`src/rtl/led_ctrl_pkg.sv`:
```
// Shared mode codes, FSM state encoding and shift-direction constants for the
// LED pattern sequencer and its helpers.
package led_ctrl_pkg;

  localparam logic [2:0] MODE_OFF    = 3'd0;
  localparam logic [2:0] MODE_ROT_L  = 3'd1;
  localparam logic [2:0] MODE_ROT_R  = 3'd2;
  localparam logic [2:0] MODE_BOUNCE = 3'd3;
  localparam logic [2:0] MODE_BLINK  = 3'd4;
  localparam logic [2:0] MODE_COUNT  = 3'd5;

  typedef enum logic [1:0] {
    ST_IDLE = 2'd0,
    ST_LOAD = 2'd1,
    ST_RUN  = 2'd2
  } state_e;

  localparam logic DIR_LEFT  = 1'b0;
  localparam logic DIR_RIGHT = 1'b1;

  // Codes 6 and 7 are reserved and behave exactly like OFF.
  function automatic logic is_pattern_mode(input logic [2:0] m);
    return (m >= MODE_ROT_L) && (m <= MODE_COUNT);
  endfunction

endpackage

```
`src/rtl/led_tick_gen.sv`:
```
// Step-rate prescaler: emits a one-cycle tick every TICK_DIV enabled cycles.
module led_tick_gen #(
  parameter int TICK_DIV = 25000000
) (
  input  logic clk,
  input  logic reset,
  input  logic clr,
  input  logic en,
  output logic tick
);

  localparam int CNT_WIDTH = $clog2(TICK_DIV);
  localparam logic [CNT_WIDTH-1:0] LAST = CNT_WIDTH'(TICK_DIV - 1);

  logic [CNT_WIDTH-1:0] count_q, count_d;

  always_comb begin
    tick    = en && (count_q == LAST);
    count_d = count_q;
    if (clr || tick) begin
      count_d = '0;
    end else if (en) begin
      count_d = count_q + CNT_WIDTH'(1);
    end
  end

  always_ff @(posedge clk) begin
    if (reset) begin
      count_q <= '0;
    end else begin
      count_q <= count_d;
    end
  end

endmodule

```
`src/rtl/led_pattern_sequencer.sv`:
```
// Drives the LED register through rotate/bounce/blink/count animations, with
// modes loaded over a valid/ready handshake and steps paced by led_tick_gen.
module led_pattern_sequencer
  import led_ctrl_pkg::*;
#(
  parameter int LED_WIDTH = 4,
  parameter int TICK_DIV  = 25000000
) (
  input  logic                 clk,
  input  logic                 reset,
  input  logic                 en,
  input  logic [2:0]           mode,
  input  logic                 mode_valid,
  output logic                 mode_ready,
  output logic [LED_WIDTH-1:0] leds,
  output logic                 step_pulse,
  output logic                 active
);

  state_e               state_q, state_d;
  logic [2:0]           mode_q, mode_d;
  logic [LED_WIDTH-1:0] leds_q, leds_d;
  logic                 dir_q, dir_d;
  logic                 step_q, step_d;
  logic                 active_q, active_d;
  logic                 accept;
  logic                 tick;
  logic                 tick_clr;
  logic [LED_WIDTH-1:0] bounce_shift;

  function automatic logic [LED_WIDTH-1:0] seed_of(input logic [2:0] m);
    case (m)
      MODE_ROT_L, MODE_BOUNCE: seed_of = LED_WIDTH'(1);
      MODE_ROT_R:              seed_of = {1'b1, {(LED_WIDTH-1){1'b0}}};
      MODE_BLINK:              seed_of = '1;
      default:                 seed_of = '0;
    endcase
  endfunction

  led_tick_gen #(
    .TICK_DIV (TICK_DIV)
  ) u_tick_gen (
    .clk   (clk),
    .reset (reset),
    .clr   (tick_clr),
    .en    (en && (state_q == ST_RUN)),
    .tick  (tick)
  );

  always_comb begin
    state_d      = state_q;
    mode_d       = mode_q;
    leds_d       = leds_q;
    dir_d        = dir_q;
    step_d       = 1'b0;
    tick_clr     = 1'b0;
    accept       = mode_valid && (state_q != ST_LOAD);
    bounce_shift = (dir_q == DIR_LEFT) ? (leds_q << 1) : (leds_q >> 1);

    case (state_q)
      ST_IDLE: begin
        leds_d = '0;
        if (accept) begin
          state_d = ST_LOAD;
          mode_d  = mode;
        end
      end
      ST_LOAD: begin
        leds_d   = seed_of(mode_q);
        dir_d    = DIR_LEFT;
        tick_clr = 1'b1;
        state_d  = ST_RUN;
      end
      ST_RUN: begin
        // A new mode takes priority over a coincident tick; that step is dropped.
        if (accept) begin
          state_d = ST_LOAD;
          mode_d  = mode;
        end else if (!is_pattern_mode(mode_q)) begin
          leds_d = '0;
        end else if (tick) begin
          step_d = 1'b1;
          case (mode_q)
            MODE_ROT_L: leds_d = {leds_q[LED_WIDTH-2:0], leds_q[LED_WIDTH-1]};
            MODE_ROT_R: leds_d = {leds_q[0], leds_q[LED_WIDTH-1:1]};
            MODE_BOUNCE: begin
              leds_d = bounce_shift;
              if (bounce_shift[LED_WIDTH-1]) begin
                dir_d = DIR_RIGHT;
              end else if (bounce_shift[0]) begin
                dir_d = DIR_LEFT;
              end
            end
            MODE_BLINK: leds_d = ~leds_q;
            default:    leds_d = leds_q + LED_WIDTH'(1);
          endcase
        end
      end
      default: begin
        state_d = ST_IDLE;
        leds_d  = '0;
      end
    endcase

    active_d = (state_d == ST_RUN) && is_pattern_mode(mode_d);
  end

  always_ff @(posedge clk) begin
    if (reset) begin
      state_q  <= ST_IDLE;
      mode_q   <= MODE_OFF;
      leds_q   <= '0;
      dir_q    <= DIR_LEFT;
      step_q   <= 1'b0;
      active_q <= 1'b0;
    end else begin
      state_q  <= state_d;
      mode_q   <= mode_d;
      leds_q   <= leds_d;
      dir_q    <= dir_d;
      step_q   <= step_d;
      active_q <= active_d;
    end
  end

  assign mode_ready = (state_q != ST_LOAD);
  assign leds       = leds_q;
  assign step_pulse = step_q;
  assign active     = active_q;

endmodule

```
`config.mk`:
```
export PLATFORM = sky130hd
export DESIGN_NAME = led_pattern_sequencer
export DESIGN_NICKNAME = d
export VERILOG_FILES = /design/src/rtl/led_ctrl_pkg.sv /design/src/rtl/led_tick_gen.sv /design/src/rtl/led_pattern_sequencer.sv
export SDC_FILE = /design/constraint.sdc
export NUM_CORES = 1
export LEC_CHECK = 0
export CAP_MARGIN = 20
export CORE_ASPECT_RATIO = 1.75
export CORE_MARGIN = 1
export CORE_UTILIZATION = 60
export CTS_BUF_LIST = sky130_fd_sc_hd__clkbuf_4 sky130_fd_sc_hd__clkbuf_8
export DETAILED_ROUTE_END_ITERATION = 8
export PLACE_DENSITY_LB_ADDON = 0.05
export SETUP_SLACK_MARGIN = 0.02
export SLEW_MARGIN = 20
export SYNTH_ARGS = -nofsm -noshare
export SYNTH_HDL_FRONTEND = slang
export SYNTH_SLANG_ARGS = --single-unit
export TNS_END_PERCENT = 20
```
`constraint.sdc`:
```
create_clock -name clk -period 2.5 [get_ports clk]
set_input_delay 0.5 -clock clk [delete_from_list [all_inputs] [get_ports clk]]
set_output_delay 0.5 -clock clk [all_outputs]
set_load 0.01 [all_outputs]
```
==> impl_metrics.json, run 1 <==
{
  "ir_worst_vdd_uv": 557.5,
  "avgSynthCellArea_um2": 8.207,
  "cts_tree": "done",
  "clk_latency_ps": 290,
  "yosys_register_bits": 37,
  "numClockSinks": 37,
  "gp_congestion": 0.8551,
  "clockRootBuffer": "clkbuf_8",
  "hpwlAfterDp_um": 3206,
  "synth_ff_type": "dfxtp_1",
  "synth_edf_count": 0,
  "period_share_pct": 88.11,
  "yosysSeqAreaShare_pct": 36.84,
  "period_needed_ps": 2203,
  "fin_skew_ps": 8.869,
  "tightest_slew_ps": 552.0,
  "core_um2": 3176,
  "cp.arrival_ps": 1700,
  "end_kind": "output port",
  "numPortBuffers": 13,
  "dieArea_um2": 3596,
  "grt_pass1_vias": 1763,
  "drc": 0,
  "cts.htree.levels": 2,
  "ctsHoldBuffers": 0,
  "grt_usage_pct": 27.95,
  "grt_max_degree": 26,
  "fmax_mhz": 454.0,
  "utilization_pct": 72.89,
  "layout-drive-gt1-share_pct": 9.542,
  "fin_setup_tns_ps": 0,
  "slew_violations": 0,
  "die_h_um": 78.58,
  "antenna_cells": 0,
  "synth_nets": 258,
  "hold_violations": 0,
  "cts_buffer_depth": 2,
  "grt_antenna_before_repair": 0,
  "ys_types": 46,
  "ios": 14,
  "synthesis.area_um2": 2011,
  "wl_um": 4304,
  "grt_pass1_wl_um": 7458,
  "path_clk_slew_ps": 70,
  "num_rows": 27,
  "p_leak_nw": 0.8224,
  "setup_viol": 0,
  "fill_cells": 282,
  "relSlewSlack_pct": 63.15,
  "cp_data_required_time_ps": 2000,
  "netlist_instances": 245,
  "die_w_um": 45.76,
  "critPathLaunchType": "flop",
  "start_util_pct": 63.32,
  "drt-wirelength-per-cell_um": 14.11,
  "dp.cells": 297,
  "layout.nets": 274,
  "cts_buffers": 5,
  "syn2layout_area_growth_pct": 15.12,
  "async_reset_ff_share_pct": 0,
  "cts_resized": 0,
  "critical_path.max_fanout": 7,
  "fin_cells": 305,
  "post_cts_buffers": 0,
  "power_density_nw_per_um2": 564.6,
  "vias": 1765,
  "maxCapViolCount": 0,
  "grt_setup_unrepaired": "no",
  "status": "finished clean",
  "postRouteAntennaNets": 0,
  "yosysWarnings": 0,
  "gr-total-overflow": 0,
  "criticalPathCategory": "flop to output port",
  "drt_first_pass_iters": 4,
  "hold_path_class": "flop to flop",
  "first_iter_violations": 35,
  "hold-worst-slack_ps": 504.2,
  "via_per_inst": 5.787
}
[cells in the mapped netlist, types with 2 or more instances]
cell type	n	area, um2
a21oi_1	14	70.07
a31oi_1	2	12.51
a32o_1	2	20.02
and2_1	2	12.51
and3_1	5	31.28
and4_1	4	35.03
clkbuf_1	9	33.78
dfxtp_1	37	740.7
ha_1	6	75.07
inv_1	8	30.03
mux2i_1	4	40.04
nand2_1	14	52.55
nand2b_1	5	31.28
nand3_1	14	70.07
nand4_1	6	37.54
nor2_1	39	146.4
nor2b_1	5	31.28
nor3_1	6	30.03
nor3b_1	2	15.01
nor4_1	2	12.51
nor4b_1	2	17.52
o21ai_0	7	35.03
o22ai_1	2	12.51
o31ai_1	3	22.52
xnor2_1	15	131.4
xor2_1	10	87.58
[power by group]
part | switching [mW] | internal (mW) | leakage, nW
logic | 0.120 | 0.100 | 0.469
registers | 0.0303 | 0.603 | 0.299
clock network | 0.204 | 0.249 | 0.0542
[kinds of logic after synthesis]
kind of cell	after synthesis	synth area share (%)
xor gates and xnor gates	25	10.89
and+or+nand+nor	118	31.36
buffers and inverters	19	3.796
DFF	37	36.84
AOI/OAI and AO/OA	35	10.83
adders and majority gates	6	3.734
muxes	5	2.551
[per-layer routing]
layer	share of wire (%)	global-route usage (%)
met1	39	28.32
met4	3.0	15.29
met5	0	0
met3	2.2	5.287
met2	55	50.00
[placed cells by master (no fill, tap or decap), types with 3 or more instances in the layout]
master	netlist	final
inv_1	8	8
nand2_1	14	14
xnor2_1	15	15
and4_1	4	4
nand2b_1	5	5
clkbuf_8	0	7
nor2_1	39	39
dfxtp_1	37	37
buf_4	1	6
ha_1	6	6
nor2b_1	5	5
a21oi_1	14	14
o21ai_0	7	7
clkdlybuf4s50_1	0	13
nor3_1	6	6
o31ai_1	3	3
mux2i_1	4	4
nand4_1	6	6
nand3_1	14	14
xor2_1	10	10
and3_1	5	5
[worst paths after layout]
check,start,endpoint,slack (ps),cells past startpoint
max reg2reg,state_q[0],leds[2],330,8
min,u_tick_gen.count_q[24],u_tick_gen.count_q[24],500,2
min reg2reg,u_tick_gen.count_q[24],u_tick_gen.count_q[24],500,2
max,state_q[1],mode_ready,300,4
[sequential cells by signal, indices dropped and copies added (netlist names)]
name	flops
step_pulse	1
dir_q	1
leds	4
active	1
state_q	2
mode_q	3
u_tick_gen.count_q	25
[worst max-delay path: stages, from the launching register on]
cell and delay (ps):
dfxtp_1 380, inv_1 100, ha_1 270, inv_1 120, clkdlybuf4s50_1 540
[layout make-up]
cell class | instances | area, um2 | area share [%]
Clock buffer | 7 | 96.34 | 4.162
Clock inverter | 1 | 5.005 | 0.2162
Inverter | 8 | 30.03 | 1.297
Multi-Input combinational cell | 189 | 1194 | 51.57
Sequential cell | 37 | 740.7 | 32.00
Tap cell | 43 | 53.80 | 2.324
Timing Repair Buffer | 20 | 195.2 | 8.432
[stage by stage]
step | cell area, um2 | setup slack (ps) | power [mW]
after floorplan | 2011 | 571.6 | 0.7916
after global placement | 2213 | 114.9 | 0.8618
after detailed placement | 2213 | 75.96 | 0.8653
after CTS | 2315 | 310.0 | 1.312
after global routing | 2315 | 108.8 | 1.374
final | 2315 | 297.3 | 1.307
(Power assumes the default switching activity.)
==> inputs of run 2 (changes only) <==
- CTS_CLUSTER_SIZE: unset -> 8
==> results of run 2 <==
No change in the layout: final DEF, timing and power equal those of run 1.
